===== src/rtl/dispense_cmd_parser.sv =====
// Dispense command parser: pops bytes from the command FIFO, assembles
// SOF/slot/qty/checksum frames and presents validated commands to the sequencer.
module dispense_cmd_parser #(
  parameter int         NUM_SLOTS      = 8,
  parameter int         MAX_QTY        = 4,
  parameter int         TIMEOUT_CYCLES = 50000000,
  parameter logic [7:0] SOF_BYTE       = 8'hA5,
  localparam int        SLOT_W         = (NUM_SLOTS > 1) ? $clog2(NUM_SLOTS) : 1,
  localparam int        TO_W           = $clog2(TIMEOUT_CYCLES + 1)
) (
  input  logic              clk,
  input  logic              rst,
  input  logic              fifo_empty,
  output logic              fifo_rd_en,
  input  logic [7:0]        fifo_dout,
  output logic              cmd_valid,
  input  logic              cmd_ready,
  output logic [SLOT_W-1:0] cmd_slot,
  output logic [7:0]        cmd_qty,
  output logic              err_pulse,
  output logic [1:0]        err_code,
  output logic [15:0]       good_frames,
  output logic              busy
);

  typedef enum logic [2:0] {HUNT, GET_SLOT, GET_QTY, GET_CSUM, PRESENT} state_t;

  localparam logic [TO_W-1:0] TO_LAST = TO_W'(TIMEOUT_CYCLES - 1);

  state_t            state_reg, state_next;
  logic              pending_reg, pending_next;
  logic [7:0]        slot_reg, slot_next;
  logic [7:0]        qty_reg, qty_next;
  logic [SLOT_W-1:0] cmd_slot_reg, cmd_slot_next;
  logic [7:0]        cmd_qty_reg, cmd_qty_next;
  logic              err_pulse_reg, err_pulse_next;
  logic [1:0]        err_code_reg, err_code_next;
  logic [15:0]       good_reg, good_next;
  logic [TO_W-1:0]   to_cnt_reg, to_cnt_next;
  logic              frame_bad;
  logic [1:0]        frame_code;

  always_ff @(posedge clk) begin
    if (rst) begin
      state_reg     <= HUNT;
      pending_reg   <= 1'b0;
      slot_reg      <= '0;
      qty_reg       <= '0;
      cmd_slot_reg  <= '0;
      cmd_qty_reg   <= '0;
      err_pulse_reg <= 1'b0;
      err_code_reg  <= '0;
      good_reg      <= '0;
      to_cnt_reg    <= '0;
    end else begin
      state_reg     <= state_next;
      pending_reg   <= pending_next;
      slot_reg      <= slot_next;
      qty_reg       <= qty_next;
      cmd_slot_reg  <= cmd_slot_next;
      cmd_qty_reg   <= cmd_qty_next;
      err_pulse_reg <= err_pulse_next;
      err_code_reg  <= err_code_next;
      good_reg      <= good_next;
      to_cnt_reg    <= to_cnt_next;
    end
  end

  // Frame validation on the incoming checksum byte; checksum wins over range errors.
  always_comb begin
    frame_bad  = 1'b1;
    frame_code = 2'd0;
    if (fifo_dout != (slot_reg ^ qty_reg)) begin
      frame_code = 2'd1;
    end else if (int'(slot_reg) >= NUM_SLOTS) begin
      frame_code = 2'd2;
    end else if (qty_reg == 8'd0 || int'(qty_reg) > MAX_QTY) begin
      frame_code = 2'd3;
    end else begin
      frame_bad = 1'b0;
    end
  end

  always_comb begin
    state_next     = state_reg;
    slot_next      = slot_reg;
    qty_next       = qty_reg;
    cmd_slot_next  = cmd_slot_reg;
    cmd_qty_next   = cmd_qty_reg;
    err_pulse_next = 1'b0;
    err_code_next  = err_code_reg;
    good_next      = good_reg;
    to_cnt_next    = to_cnt_reg;
    fifo_rd_en     = (state_reg != PRESENT) && !fifo_empty && !pending_reg;
    pending_next   = fifo_rd_en;

    case (state_reg)
      HUNT: begin
        if (pending_reg && fifo_dout == SOF_BYTE) begin
          state_next  = GET_SLOT;
          to_cnt_next = '0;
        end
      end
      GET_SLOT, GET_QTY, GET_CSUM: begin
        // A byte landing in the timeout cycle keeps the frame alive.
        if (pending_reg) begin
          to_cnt_next = '0;
          if (state_reg == GET_SLOT) begin
            slot_next  = fifo_dout;
            state_next = GET_QTY;
          end else if (state_reg == GET_QTY) begin
            qty_next   = fifo_dout;
            state_next = GET_CSUM;
          end else if (frame_bad) begin
            err_pulse_next = 1'b1;
            err_code_next  = frame_code;
            state_next     = HUNT;
          end else begin
            cmd_slot_next = slot_reg[SLOT_W-1:0];
            cmd_qty_next  = qty_reg;
            state_next    = PRESENT;
          end
        end else if (to_cnt_reg == TO_LAST) begin
          to_cnt_next    = '0;
          err_pulse_next = 1'b1;
          err_code_next  = 2'd0;
          state_next     = HUNT;
        end else begin
          to_cnt_next = to_cnt_reg + TO_W'(1);
        end
      end
      PRESENT: begin
        if (cmd_ready) begin
          state_next = HUNT;
          if (good_reg != 16'hFFFF) begin
            good_next = good_reg + 16'd1;
          end
        end
      end
      default: state_next = HUNT;
    endcase
  end

  assign cmd_valid   = (state_reg == PRESENT);
  assign cmd_slot    = cmd_slot_reg;
  assign cmd_qty     = cmd_qty_reg;
  assign err_pulse   = err_pulse_reg;
  assign err_code    = err_code_reg;
  assign good_frames = good_reg;
  assign busy        = (state_reg != HUNT);

endmodule


===== config.mk =====
export PLATFORM = sky130hd
export DESIGN_NAME = dispense_cmd_parser
export DESIGN_NICKNAME = d
export VERILOG_FILES = /design/src/rtl/dispense_cmd_parser.sv
export SDC_FILE = /design/constraint.sdc
export NUM_CORES = 1
export LEC_CHECK = 0
export ABC_AREA = 1
export CAP_MARGIN = 40
export CORE_UTILIZATION = 40
export CTS_CLUSTER_DIAMETER = 30
export CTS_CLUSTER_SIZE = 40
export DETAILED_ROUTE_END_ITERATION = 12
export PLACE_DENSITY = 0.59
export REMOVE_ABC_BUFFERS = 1
export SETUP_SLACK_MARGIN = 0.05
export SYNTH_ARGS = -nofsm -noshare
export SYNTH_HDL_FRONTEND = slang
export SYNTH_SLANG_ARGS = --single-unit

===== constraint.sdc =====
create_clock -name clk -period 1.9 [get_ports clk]
set_input_delay 0.57 -clock clk [delete_from_list [all_inputs] [get_ports clk]]
set_output_delay 0.57 -clock clk [all_outputs]
set_load 0.005 [all_outputs]

==> impl_metrics.env, run 1 <==
export IMPL_status="completed"
export IMPL_peakVddDrop_v=0.000389
export IMPL_io_buffer_count=44
export IMPL_die_w_um=101
export IMPL_start_kind="flip-flop"
export IMPL_rows=35
export IMPL_critPathMaxFanout=2
export IMPL_vias_per_cell=4.96
export IMPL_hold_viol=0
export IMPL_max_stage_delay_ps=340
export IMPL_hold_class="flip-flop to flip-flop"
export IMPL_fin_setup_tns_ps=0
export IMPL_post_route_period_util_pct=94.9
export IMPL_drcViolationCount=0
export IMPL_fin_nets=704
export IMPL_wl_mm=10.6
export IMPL_grt_pass1_vias=3755
export IMPL_fin_skew_ps=10.2
export IMPL_rsz0062_at_grt="true"
export IMPL_ys_ff_latch=76
export IMPL_relSlewSlack_pct=75.0
export IMPL_cts_tree="yes"
export IMPL_syn_area_um2=3930
export IMPL_cp_required_ps=1330
export IMPL_die_area_um2=10200
export IMPL_cts_root_buffer="clkbuf_8"
export IMPL_syn_avg_cell_area_um2=6.63
export IMPL_gp_congestion=0.852
export IMPL_syn2layout_area_growth_pct=36.0
export IMPL_crit_arrival_ps=1230
export IMPL_p_sw_w=0.00136
export IMPL_seqPwrFrac_pct=40.1
export IMPL_largest_reg_flops=26
export IMPL_globalRouteTotalUtil_pct=21.6
export IMPL_synth_seq_area_share_pct=38.7
export IMPL_switching_share_pct=32.2
export IMPL_dr_first_iter_drc_count=181
export IMPL_met3_length_um=406
export IMPL_grt_start_max_net_pins=23
export IMPL_wl_met2_mm=4.96
export IMPL_crit_family="flip-flops"
export IMPL_tightest_slew_ps=371
export IMPL_crit_slowest_cell="dfxtp_2"
export IMPL_ys_types=37
export IMPL_drv_cap=0
export IMPL_register_area_um2=1570
export IMPL_cts_hold_buf=0
export IMPL_syn_inst=592
export IMPL_cp_end_kind="primary output"
export IMPL_io_pin_count=45
export IMPL_yosysWarnings=0
export IMPL_wl_met1_mm=5.06
export IMPL_ant_nets=0
export IMPL_cts_buffer_depth=2
export IMPL_htreeDepth=3
export IMPL_clock_latency_ps=350
export IMPL_p_leak_nw=2.30
export IMPL_powerDensity_nw_per_um2=791
export IMPL_setup_viol=0
export IMPL_path_cells="nor2_4 > buf_6 > inv_4 > nor2_4 > inv_2 > buf_6"
export IMPL_worstSetupPathType="flip-flop to primary output"
export IMPL_fillers=939
export IMPL_p_int_w=0.00286
export IMPL_wire_per_inst_um=12.8
export IMPL_top_layer="met4"
export IMPL_p_total_w=0.00422
export IMPL_core_um2=9370
export IMPL_drive_gt1_share_pct=24.9
export IMPL_final_max_slew_violation_count=0
export IMPL_grt_pass1_wl_mm=17.2
export IMPL_clock_power_share_pct=33.3
export IMPL_multi_input_area_um2=2170
export IMPL_cts_inserted_buffers=9
export IMPL_firstDrtPassIters=5
export IMPL_crit_buf_inv=4
export IMPL_start_util_pct=41.9
export IMPL_cts_sinks=76
export IMPL_num_antenna_cells=0
export IMPL_die_height_um=101
export IMPL_min_period_ps=1800
export IMPL_overflow=0
export IMPL_fmax_ghz=0.555
export IMPL_hpwl_mm=7.34
export IMPL_vias=4091
export IMPL_combinationalPowerShare_pct=26.7
export IMPL_clkTransAtPathRegs_ps=90
export IMPL_antenna_found_initial=0
metrics by stage:
stage	hold WS (ps)	cells	area [µm²]	util, %	setup slack, ps
after CTS	450	820	5170	55.2	50.2
after global routing	474	824	5340	57.0	25.3
final	441	824	5340	57.0	96.6
after global placement	444	790	4770	50.9	-468
after detailed placement	446	790	4770	50.9	-516
after floorplan	448	578	3850	-	162
power by group through the flow:
stage | combinational (W) | clock (W) | sequential, W
after global routing | 0.00123 | 0.00151 | 0.00170
after global placement | 0.000952 | 0 | 0.00172
final | 0.00113 | 0.00141 | 0.00169
after floorplan | 0.000498 | 0 | 0.00173
after detailed placement | 0.000969 | 0 | 0.00173
after CTS | 0.00103 | 0.00144 | 0.00170
worst reg2reg max path: stages (launching register included):
cell	delay [ps]
dfxtp_2	360
ha_1	180
nand2_1	60
inv_1	110
nand2_2	110
nor2_1	200
nand2_2	120
nor3b_4	240
nor2_1	110
nor2_1	130
nor2_1	50
final timing paths:
kind | endpoint | depth (start not counted) | startpoint | slack [ps]
hold reg to reg | cmd_qty[5] | 2 | cmd_qty[5] | 440
setup reg to reg | to_cnt_reg[18] | 10 | to_cnt_reg[0] | 140
hold / removal | cmd_qty[5] | 2 | cmd_qty[5] | 440
setup / recovery | busy | 6 | state_reg[0] | 100
area by class of cell:
class	instances	area share [%]
sequential	76	29.4
inverter	84	6.09
clock inverter	7	1.85
timing repair buffer	100	16.6
timing repair inverter	1	0.141
multi-input combinational	418	40.5
clock buffer	9	2.32
tap	129	3.02
repair_timing:
item / CTS / global route
pin swaps: 13 / 13
cloned: 1 / 0
resized for setup: 58 / 69
setup endpoints to repair: 47 / 66
setup buffers: 13 / 4
Yosys cell counts, drive strengths merged:
library cell | count | area (µm²)
xor2 | 6 | 52.6
xnor2 | 1 | 8.76
and3 | 1 | 6.26
nor3b | 1 | 12.5
dfxtp | 76 | 1520
nand3b | 3 | 22.5
nand3 | 45 | 230
a21oi | 49 | 249
inv | 84 | 315
nor4 | 3 | 18.8
ha | 2 | 25.0
o21ai | 45 | 225
nand4 | 13 | 87.6
clkbuf | 9 | 33.8
nand2 | 146 | 561
a31oi | 2 | 12.5
nor2 | 72 | 318
o41ai | 1 | 8.76
a211oi | 1 | 7.51
o21a | 1 | 7.51
o21bai | 1 | 7.51
nor3 | 22 | 131
o211ai | 1 | 7.51
a31o | 2 | 17.5
buf | 5 | 40.0
kinds of logic after synthesis:
family | count (synthesis) | share of synthesized area [%]
AND/OR/NAND/NOR | 306 | 35.3
AO/OA/AOI/OAI | 103 | 13.8
buffers and inverters | 98 | 9.91
flip-flops | 76 | 38.7
XOR/XNOR | 7 | 1.56
adder cells (fa/ha/maj) | 2 | 0.637
metal layers:
metal  vias up  global-route usage [%]
met5         -                       0
met4         0                    6.35
met3        12                    4.30
met2        70                    35.6
met1      1896                    28.4
li1       2113                       -
placed cells by master (no fill, tap or decap), drive strengths merged, types with 3 or more instances in the layout:
cell           Yosys  layout
clkbuf             9      15
nor3              22      22
nand4             13      13
a21oi             49      49
xor2               6       6
nor2              72      72
nor4               3       3
o21ai             45      45
nand2            146     146
inv               84      86
dfxtp             76      76
buf                5      59
dlymetal6s2s       0       4
nand3             45      45
nand3b             3       3
clkdlybuf4s50      0      27
No activity file was read; power rests on OpenSTA's default activity.
==> inputs of run 2 (changes only) <==
CELL_PAD_IN_SITES_DETAIL_PLACEMENT = 1   (was unset)
CELL_PAD_IN_SITES_GLOBAL_PLACEMENT = 1   (was unset)
CORE_UTILIZATION = 35   (was 40)
PLACE_DENSITY = 0.7   (was 0.59)
==> run 2 against run 1 <==
Net effect: worst setup slack got worse by 25 ps; wire length rose by 18%; sequential share of layout area rose by 0.41 points; clock power fell by 11%; non-clock buffer count fell by 4; fmax fell by 1.3%; hold slack improved by 18 ps; critical endpoint is now fifo_rd_en; total power fell by 2.5%; largest cell class unchanged; combinational power barely moved.
==> impl_metrics.env, run 2 (synthesis gave the netlist of run 1 again) <==
export IMPL_drive_gt1_share_pct=22.4
export IMPL_rr_startpoint="to_cnt_reg[1]"
export IMPL_die_w_um=108
export IMPL_start_util_pct=36.1
export IMPL_rows=38
export IMPL_wl_mm=12.4
export IMPL_globalRouteMet1Util_pct=26.9
export IMPL_largest_reg_flops=26
export IMPL_hold_class="flip-flop to flip-flop"
export IMPL_grt_pass1_wl_mm=20.1
export IMPL_cts_tree="yes"
export IMPL_final_max_slew_violation_count=0
export IMPL_grt_start_max_net_pins=30
export IMPL_p_total_w=0.00412
export IMPL_ant_nets=0
export IMPL_die_height_um=108
export IMPL_num_antenna_cells=0
export IMPL_critPathMaxFanout=3
export IMPL_wire_per_inst_um=15.0
export IMPL_overflow=0
export IMPL_use_met2_pct=39.3
export IMPL_final_cells=831
export IMPL_crit_slowest_cell="dfxtp_2"
export IMPL_relSlewSlack_pct=72.4
export IMPL_hold_viol=0
export IMPL_firstDrtPassIters=4
export IMPL_layout_commonest_cell="nand2_1"
export IMPL_syn2layout_area_growth_pct=33.3
export IMPL_dr_first_iter_drc_count=134
export IMPL_crit_arrival_ps=1260
export IMPL_cp_end_kind="primary output"
export IMPL_path_cells="nor2_2 > buf_4 > nand2_2 > inv_2 > nor3_2 > buf_2"
export IMPL_rsz0062_at_grt="true"
export IMPL_min_from="cmd_qty[6]"
export IMPL_busiest_layer="met2"
export IMPL_start_kind="flip-flop"
export IMPL_worstSetupPathType="flip-flop to primary output"
export IMPL_post_route_period_util_pct=96.2
export IMPL_reg2reg_setup_slack_ps=150
export IMPL_fin_ws_ps=72.1
export IMPL_regToRegEndpoint="to_cnt_reg[24]"
export IMPL_vias_per_cell=5.04
export IMPL_cts_sinks=76
export IMPL_io_pin_count=45
export IMPL_min_to="cmd_qty[6]"
export IMPL_cp_required_ps=1330
export IMPL_die_area_um2=11600
export IMPL_clock_latency_ps=350
export IMPL_reg2regPathDepth=10
export IMPL_clkTransAtPathRegs_ps=80
export IMPL_status="completed"
export IMPL_dp_worst_setup_slack_ps=-530
export IMPL_min_period_ps=1830
export IMPL_powerDensity_nw_per_um2=787
export IMPL_hpwl_mm=9.24
export IMPL_cts_root_buffer="clkbuf_8"
export IMPL_cts_buffer_depth=2
export IMPL_drcViolationCount=0
export IMPL_fin_nets=700
export IMPL_globalRouteTotalUtil_pct=22.0
export IMPL_grt_util_met3_pct=3.32
export IMPL_peakVddDrop_v=0.000270
export IMPL_vias=4186
export IMPL_antenna_found_initial=0
export IMPL_placed_cells=807
export IMPL_drv_cap=0
export IMPL_hold_depth=2
export IMPL_grt_pass1_vias=4280
export IMPL_cts_inserted_buffers=9
export IMPL_layout_common_cells="nand2_1 (134), inv_1 (73), dfxtp_1 (54), nor2_1 (50), a21oi_1 (48)"
export IMPL_whs_ps=459
export IMPL_setup_viol=0
export IMPL_p_leak_nw=2.20
export IMPL_tightest_slew_ps=408
export IMPL_htreeDepth=3
export IMPL_core_um2=10900
export IMPL_post_route_util_pct=48.1
export IMPL_gp_congestion=0.882
export IMPL_fin_skew_ps=9.45
export IMPL_io_buffer_count=44
export IMPL_max_stage_delay_ps=350
export IMPL_fmax_ghz=0.547
-- run 2: cell count changes in the layout (fill, tap and decap cells not counted), moves of 3 or more --
cell            previous run  this run
buf_6                      6         3
clkbuf_2                   6         3
dfxtp_4                    8         5
dlygate4sd2_1              2         9
dlymetal6s2s_1             4         1
inv_1                     69        73
inv_4                      4         1
nand3_1                   37        43
nand3_2                    8         1
nor2_1                    54        50
nor2_2                    11        17
-- run 2: metrics by stage --
stage                     setup TNS (ps)  cell area [µm²]
after global placement            -18950             4840
after global routing                   0             5230
final                                  0             5230
after CTS                              0             5080
after detailed placement          -20870             4840
after floorplan                        0             3850
-- run 2: power breakdown --
| group | switching [W] | internal, W | total [W] |
|---|---|---|---|
| combinational | 0.000660 | 0.000494 | 0.00115 |
| clock | 0.000648 | 0.000608 | 0.00126 |
| sequential | 0.0000602 | 0.00165 | 0.00171 |
-- run 2: layout make-up --
cell class	count	area, µm²
Multi-Input combinational cell	419	2140
Sequential cell	76	1560
Timing Repair Buffer	96	846
Clock buffer	10	128
Fill cell	1426	5650
Clock inverter	6	63.8
Inverter	84	323
Tap cell	140	175
-- run 2: worst max-delay path by stage --
stage            startpoint        endpoint  slack (ps)  cells after the start
6_report       state_reg[0]      fifo_rd_en          70                      6
5_1_grt        state_reg[0]      fifo_rd_en          10                      6
4_1_cts        state_reg[1]      fifo_rd_en          40                      6
3_5_place_dp   fifo_dout[1]     cmd_slot[1]        -530                     13
3_3_place_gp   fifo_dout[1]     cmd_slot[1]        -470                     13
2_1_floorplan  fifo_dout[1]  to_cnt_reg[20]         160                      8
-- run 2: critical path, delay by kind of cell, from the launching register on --
| family | cells | cell delay (ps) |
|---|---|---|
| buffers and inverters | 3 | 310 |
| flip-flops | 1 | 350 |
| AND/OR/NAND/NOR | 3 | 250 |
-- run 2: what timing repair did --
item	in CTS	in global routing
buffers inserted	3	4
pin swaps	9	10
hold buffers	0	0
gates resized for setup	49	43
endpoints found under the setup margin	57	56
gates cloned	0	1
hold endpoints to repair	0	0
-- run 2: per-layer routing --
layer,routed length [µm],vias up,part of all wire (%)
met1,5790,2023,47
met2,6260,48,50
met5,0,-,0
met3,241,11,1.9
met4,143,0,1.1
li1,-,2104,-
==> inputs of run 3 (changes only) <==
CORE_ASPECT_RATIO = 0.9   (was unset)
==> run 3 against run 2 <==
Net effect: first-iteration DRC count is 13% lower; sequential cell count stayed put; sequential share of layout area is 0.66 points lower; clock power is 46% higher; utilization is 0.96 points higher; design area is 1.7% higher; register-to-register slack worse by 20 ps; critical path depth is 5 lower; hold slack worse by 5.6 ps; combinational power hardly changed; total power is 14% higher.
==> impl_metrics.env, run 3 (synthesis gave the netlist of run 1 again) <==
export IMPL_dp_worst_setup_slack_ps=-476
export IMPL_htreeDepth=3
export IMPL_rows=36
export IMPL_antenna_found_initial=0
export IMPL_core_um2=10900
export IMPL_drive_gt1_share_pct=20.7
export IMPL_crit_arrival_ps=1230
export IMPL_crit_buf_inv=1
export IMPL_final_max_slew_violation_count=0
export IMPL_ant_nets=0
export IMPL_wire_per_inst_um=14.5
export IMPL_hold_viol=0
export IMPL_cts_inserted_buffers=9
export IMPL_firstDrtPassIters=4
export IMPL_start_util_pct=36.2
export IMPL_critPathMaxFanout=4
export IMPL_dr_first_iter_drc_count=116
export IMPL_start_kind="flip-flop"
export IMPL_syn2layout_area_growth_pct=35.5
export IMPL_relSlewSlack_pct=74.6
export IMPL_fmax_ghz=0.555
export IMPL_p_leak_nw=2.24
export IMPL_io_buffer_count=44
export IMPL_io_pin_count=45
export IMPL_cts_buffer_depth=2
export IMPL_cp_required_ps=1330
export IMPL_overflow=0
export IMPL_place_area_um2=4850
export IMPL_grt_pass1_wl_mm=20.3
export IMPL_gp_congestion=0.845
export IMPL_die_height_um=102
export IMPL_post_route_util_pct=49.0
export IMPL_cp_end_kind="primary output"
export IMPL_max_stage_delay_ps=520
export IMPL_grt_pass1_vias=4238
export IMPL_worstSetupPathType="flip-flop to primary output"
export IMPL_tightest_slew_ps=378
export IMPL_cts_tree="yes"
export IMPL_clkTransAtPathRegs_ps=60
export IMPL_fillers=1416
export IMPL_post_route_period_util_pct=94.8
export IMPL_rsz0062_at_grt="true"
export IMPL_fin_skew_ps=6.85
export IMPL_powerDensity_nw_per_um2=880
export IMPL_cts_hold_buf=0
export IMPL_grt_start_max_net_pins=41
export IMPL_fin_nets=699
export IMPL_fin_setup_tns_ps=0
export IMPL_status="completed"
export IMPL_vias_per_cell=4.89
export IMPL_die_area_um2=11600
export IMPL_largest_reg_flops=26
export IMPL_vias=4121
export IMPL_fin_ws_ps=98.6
export IMPL_p_total_w=0.00468
export IMPL_drv_cap=0
export IMPL_num_antenna_cells=0
export IMPL_min_period_ps=1800
export IMPL_hold_class="flip-flop to flip-flop"
export IMPL_die_w_um=114
export IMPL_hpwl_mm=8.84
export IMPL_path_cells="clkdlybuf4s50_1"
export IMPL_layout_common_cells="nand2_1 (137), inv_1 (72), dfxtp_1 (59), nor2_1 (53), a21oi_1 (48)"
export IMPL_wl_mm=12.2
export IMPL_clock_latency_ps=340
export IMPL_cts_sinks=76
export IMPL_crit_family="buffers and inverters"
export IMPL_layout_commonest_cell="nand2_1"
export IMPL_fin_area_um2=5320
export IMPL_drcViolationCount=0
export IMPL_cts_root_buffer="clkbuf_16"
export IMPL_crit_slowest_cell="clkdlybuf4s50_1"
export IMPL_globalRouteTotalUtil_pct=22.4
export IMPL_setup_viol=0
export IMPL_peakVddDrop_v=0.000503
## run 3: cell count changes in the layout (fill, tap and decap cells not counted), sizes merged
cell and change:
inv -2, clkinvlp +1, clkdlybuf4s15 +1, dlymetal6s2s +2, bufinv +1, dlygate4sd2 -7
clkbuf +3, clkdlybuf4s50 +1, nand2 -1
## run 3: through the flow
| stage | hold slack, ps | instances |
|---|---|---|
| finish | 453 | 842 |
| global route | 491 | 842 |
| CTS | 456 | 837 |
| detailed placement | 447 | 819 |
| global placement | 447 | 819 |
| floorplan | 448 | 578 |
## run 3: worst reg2reg max path, delay by kind of cell, from the launching register on
| kind | cells | cell delay, ps |
|---|---|---|
| AO/OA/AOI/OAI | 1 | 80 |
| buffers and inverters | 2 | 260 |
| XOR/XNOR | 1 | 300 |
| AND/OR/NAND/NOR | 5 | 690 |
| flip-flops | 1 | 390 |
## run 3: layout make-up
class | instances | area (µm²) | area share [%]
clock buffers | 10 | 229 | 4.30
well taps | 152 | 190 | 3.57
inverters | 84 | 327 | 6.14
flip-flops and latches | 76 | 1550 | 29.2
repair buffers | 96 | 830 | 15.6
clock inverters | 6 | 88.8 | 1.67
multi-input cells | 418 | 2110 | 39.6
## run 3: worst paths after layout
check	depth (start not counted)	slack [ps]	endpoint	start
setup / recovery	1	100	good_frames[8]	good_frames[8]
setup reg to reg	9	130	cmd_slot[2]	qty_reg[2]
hold / removal	2	450	cmd_qty[3]	cmd_qty[3]
hold reg to reg	2	450	cmd_qty[3]	cmd_qty[3]
## run 3: routing by layer
layer	track usage, %	vias up	routed length, µm
met5	0	-	0
met4	5.97	0	147
met3	6.11	9	343
met2	37.3	44	5850
met1	28.8	1966	5870
li1	-	2102	-
## run 3: where the power goes
part	switching (W)	internal, W
clock network	0.000694	0.00115
logic	0.000669	0.000473
registers	0.0000457	0.00165
total	0.00141	0.00327
## run 3: timing repair
item                                    CTS  global route
resized for setup                        34            53
pin swaps                                 7            15
buffers inserted                          2             5
endpoints found under the setup margin   46            54
==> RTL change 1 (config.mk and constraints of run 3) <==
Re-encode `state_t` (5 states) as one-hot, 5 bits wide.
--- a/src/rtl/dispense_cmd_parser.sv
+++ b/src/rtl/dispense_cmd_parser.sv
@@ -23,7 +23,7 @@
   output logic              busy
 );
 
-  typedef enum logic [2:0] {HUNT, GET_SLOT, GET_QTY, GET_CSUM, PRESENT} state_t;
+  typedef enum logic [4:0] {HUNT = 5'b00001, GET_SLOT = 5'b00010, GET_QTY = 5'b00100, GET_CSUM = 5'b01000, PRESENT = 5'b10000} state_t;
 
   localparam logic [TO_W-1:0] TO_LAST = TO_W'(TIMEOUT_CYCLES - 1);
 
Behaviour: same outputs for any inputs over 10 cycles, from zero or initial values and one cycle with rst high; not proved beyond that.
==> RTL change 1 against run 3 <==
  * Final area grew 9.5%
  * Sequential cell count grew 2
  * First-iteration DRC count grew 29%
  * Clock skew is essentially flat
  * Routed wire length grew 5.5%
  * Critical endpoint is now fifo_rd_en
  * Setup slack lost 0.048 ns
  * Synthesized cell count grew 3.5%
  * Synthesized area grew 6.3%
Power is not compared: it rests on default switching activity, and its combinational part moved more than twofold at a synthesized area within 25%.
==> RTL change 1: results (changes against run 3) <==
- Status: finished clean (unchanged)
- Count of unique library cells instantiated by Yosys: 42 (was 37)
- Final nets: 735 (was 699)
- Total placed cells including tap cells: 851 (was 819)
- Most numerous cell types in the synthesized netlist: 149 x sky130_fd_sc_hd__nand2_1, 82 x sky130_fd_sc_hd__inv_1, 78 x sky130_fd_sc_hd__dfxtp_1 (was 141 x sky130_fd_sc_hd__nand2_1, 76 x sky130_fd_sc_hd__dfxtp_1, 76 x sky130_fd_sc_hd__inv_1)
- Leading cell types by total area after synthesis: sky130_fd_sc_hd__dfxtp_1 37%, sky130_fd_sc_hd__nand2_1 13%, sky130_fd_sc_hd__inv_1 7.4% (was sky130_fd_sc_hd__dfxtp_1 39%, sky130_fd_sc_hd__nand2_1 13%, sky130_fd_sc_hd__inv_1 7.3%)
- Average vias per placed instance: 4.896 (was 4.894)
- Final setup violation count: 0 (unchanged)
- Number of global-route vias before repair: 4296 (was 4238)
- WL final: 12890 um (was 12210 um)
- Post-synthesis sequential area ratio: 37.40% (was 38.74%)
- Estimated wirelength of the detail-placed design: 9265 um (was 8844 um)
- Worst slew pin tran: 0.4006 ns (was 0.3777 ns)
- CP Data Arrival Time: 1.28 ns (was 1.23 ns)
- Total placed instance area: 0.005156 sq mm (was 0.004847 sq mm)
- Average wire per cell in the routed design: 14.61 um (was 14.50 um)
- Number of flip-flops in the largest register: 26 (unchanged)
- Iter 0 DRT Violations: 150 (was 116)
- Post-Synthesis Cells: 613 (was 592)
- Largest net degree at the start of global routing: 26 (was 41)
- Routability cong.: 0.7988 (was 0.8445)
- Total Routing Usage GR: 21.60% (was 22.43%)
- Setup skew after layout: 0.006369 ns (was 0.006850 ns)
- Layout cells sized above 1: 27.00% (was 20.72%)
- Global-route wire length before repair: 20470 um (was 20330 um)
- Post-synth EDFFs: 0 (unchanged)
- Insertion delay of the later-clocked pin in the worst-skew pair: 0.35 ns
- Area share of the largest cell type after synthesis: 37.40% (was 38.74%)
- Largest fanout of any net on the critical path: 3 (was 4)
[RTL change 1: logic make-up after synthesis]
kind of cell | after synthesis | synth area share [%]
xor gates and xnor gates | 12 | 2.517
DFF | 78 | 37.40
buffers and inverters | 104 | 10.16
adders and majority gates | 2 | 0.5992
and+or+nand+nor | 337 | 39.41
AOI/OAI and AO/OA | 80 | 9.919
[RTL change 1: repair_timing]
action	in CTS	in global routing
cloned	0	2
pin swaps	8	20
setup endpoints to repair	59	54
gates resized for setup	44	84
setup buffers	5	8
[RTL change 1: final timing paths]
path,slack (ns),end,from,depth (start not counted)
worst max-delay path,0.05,fifo_rd_en,state_reg[2],6
worst min-delay path,0.46,cmd_qty[4],cmd_qty[4],2
worst max register to register,0.14,cmd_qty[2],qty_reg[0],11
worst min register to register,0.46,cmd_qty[4],cmd_qty[4],2
[RTL change 1: routing by layer]
metal | global-route usage, % | wire length [um] | vias to the layer above
met3 | 5.233 | 318 | 15
li1 | - | - | 2187
met4 | 6.420 | 136 | 0
met1 | 27.48 | 6027 | 2065
met2 | 35.84 | 6404 | 51
met5 | 0 | 0 | -
[RTL change 1: through the flow]
step                power, mW   TNS, ns  setup WS, ns
finish                  3.788         0       0.05056
global route            3.930         0      0.003465
CTS                     3.826  -0.06586      -0.06586
detailed placement      2.065    -23.32       -0.5762
global placement        2.056    -20.97       -0.5498
floorplan               1.862         0        0.1221
[RTL change 1: worst max-delay path, cell delays in order, from the launching register on]
cell and delay (ns):
sky130_fd_sc_hd__dfxtp_2 0.34, sky130_fd_sc_hd__nor2_4 0.14, sky130_fd_sc_hd__nand3_2 0.11, sky130_fd_sc_hd__buf_6 0.14, sky130_fd_sc_hd__nand2_4 0.05, sky130_fd_sc_hd__inv_1 0.03
sky130_fd_sc_hd__buf_2 0.12
[RTL change 1: area by class of cell]
cell class | instances | area, sq um
repair buffers | 111 | 985.9
flip-flops and latches | 78 | 1607
multi-input cells | 431 | 2401
clock inverters | 5 | 60.06
clock buffers | 11 | 232.7
fillers | 1453 | 5700
well taps | 156 | 195.2
inverters | 90 | 345.3
[RTL change 1: power groups by stage]
stage / Sequential [mW] / Combinational [mW] / Clock (mW)
after global placement: 1.71 / 0.348 / 0
after CTS: 1.68 / 0.344 / 1.80
after global routing: 1.68 / 0.390 / 1.86
after floorplan: 1.71 / 0.153 / 0
after detailed placement: 1.71 / 0.355 / 0
final: 1.68 / 0.355 / 1.75
==> RTL change 2 (settings of run 3) <==
Made on the original files. Change the parameter `NUM_SLOTS` from 8 to 4.
--- a/src/rtl/dispense_cmd_parser.sv
+++ b/src/rtl/dispense_cmd_parser.sv
@@ -1,7 +1,7 @@
 // Dispense command parser: pops bytes from the command FIFO, assembles
 // SOF/slot/qty/checksum frames and presents validated commands to the sequencer.
 module dispense_cmd_parser #(
-  parameter int         NUM_SLOTS      = 8,
+  parameter int         NUM_SLOTS      = 4,
   parameter int         MAX_QTY        = 4,
   parameter int         TIMEOUT_CYCLES = 50000000,
   parameter logic [7:0] SOF_BYTE       = 8'hA5,
Interface: changed (resized cmd_slot); port bits go from 45 to 44. No check against the original RTL was run, so the function may have changed too.
==> RTL change 2 against run 3 <==
  * Final area fell by 0.14%
  * Maximum frequency fell by 0.11%
  * Critical path depth did not move
  * Total power rose by 0.87%
  * Routed wire length fell by 2.7%
  * Clock skew fell by 0.0015 ns
  * Die area rose by 2.4%
  * Setup slack got worse by 0.0019 ns
  * Register-to-register slack improved by 0.07 ns
  * Sequential cell count fell by 1
  * Synthesized area rose by 2.5%
  * Combinational power rose by 11%
  * Critical path type unchanged
  * Critical endpoint is now good_frames[7]
  * Largest power group unchanged
==> RTL change 2: results (changes against run 3) <==
- I/O Buffers: 43 (was 44)
- Compound-cell area share of the yosys netlist: 11.91% (was 13.83%)
- Start point of the critical path: good_frames[7] (was good_frames[8])
- Total Routing Usage GR: 21.29% (was 22.43%)
- Routability cong.: 0.8286 (was 0.8445)
- Proportion of final cell area spent on non-clock buffers: 13.82% (was 15.59%)
- Count of cells resized by post-cts repair: 45 (was 34)
- Total internal power: 3.202 mW (was 3.273 mW)
- Maximum resistive drop on vdd: 0.0008061 V (was 0.0005027 V)
- Non-clock inverter total of the final layout: 91 (was 84)
- Status: finished clean (unchanged)
- Final nets: 700 (was 699)
- Iter 0 DRT Violations: 123 (was 116)
- Worst flop-to-flop path endpoint: cmd_qty[5] (was cmd_slot[2])
- Detailed-routing wirelength on met1: 5749 um (was 5868 um)
- Clock sink count: 75 (was 76)
- Post-synthesis sequential area ratio: 37.31% (was 38.74%)
- Layout cells sized above 1: 22.14% (was 20.72%)
- Xor-xnor portion of the synthesized cell area: 3.700% (was 1.561%)
- Setup skew after layout: 0.005326 ns (was 0.006850 ns)
- Total length of routed met2 wires: 5677 um (was 5850 um)
- Sequential share of cell area: 28.77% (was 29.17%)
- Count of unique library cells instantiated by Yosys: 36 (was 37)
- Estimated wirelength of the detail-placed design: 8576 um (was 8844 um)
- Non-clock buffer instance count of the final layout: 84 (was 96)
- Fraction of area in multi-input gates: 41.57% (was 39.56%)
- Average wire per cell in the routed design: 14.09 um (was 14.50 um)
- Post-CTS Setup Bufs: 4 (was 2)
- Average vias per placed instance: 4.837 (was 4.894)
- Power density cells: 888.4 mW/mm^2 (was 879.5 mW/mm^2)
- Leading cell types by total area after synthesis: sky130_fd_sc_hd__dfxtp_1 37%, sky130_fd_sc_hd__nand2_1 14%, sky130_fd_sc_hd__inv_1 7.1% (was sky130_fd_sc_hd__dfxtp_1 39%, sky130_fd_sc_hd__nand2_1 13%, sky130_fd_sc_hd__inv_1 7.3%)
- Worst slew pin tran: 0.4925 ns (was 0.3777 ns)
- Clock buffers and inverters, area share: 5.720% (was 5.971%)
- Register-to-register setup slack: 0.20 ns (was 0.13 ns)
- Met3 wire len: 326 um (was 343 um)
## RTL change 2: metrics by stage
stage | worst slack, ns | cells | cell area [sq um]
2_1_floorplan | 0.1242 | 590 | 3924
3_3_place_gp | -0.3989 | 820 | 4832
3_5_place_dp | -0.4714 | 820 | 4832
4_1_cts | 0.05520 | 840 | 5228
5_1_grt | 0.04065 | 843 | 5315
6_report | 0.09663 | 843 | 5315
## RTL change 2: how the worst min path moves through the flow
| stage | from | to | slack, ns | depth (start not counted) |
|---|---|---|---|---|
| global route | cmd_qty[5] | cmd_qty[5] | 0.47 | 2 |
| global placement | cmd_qty[5] | cmd_qty[5] | 0.44 | 2 |
| finish | cmd_qty[5] | cmd_qty[5] | 0.44 | 2 |
| floorplan | cmd_qty[3] | cmd_qty[3] | 0.45 | 2 |
| detailed placement | cmd_qty[6] | cmd_qty[6] | 0.45 | 2 |
| CTS | cmd_qty[7] | cmd_qty[7] | 0.45 | 2 |
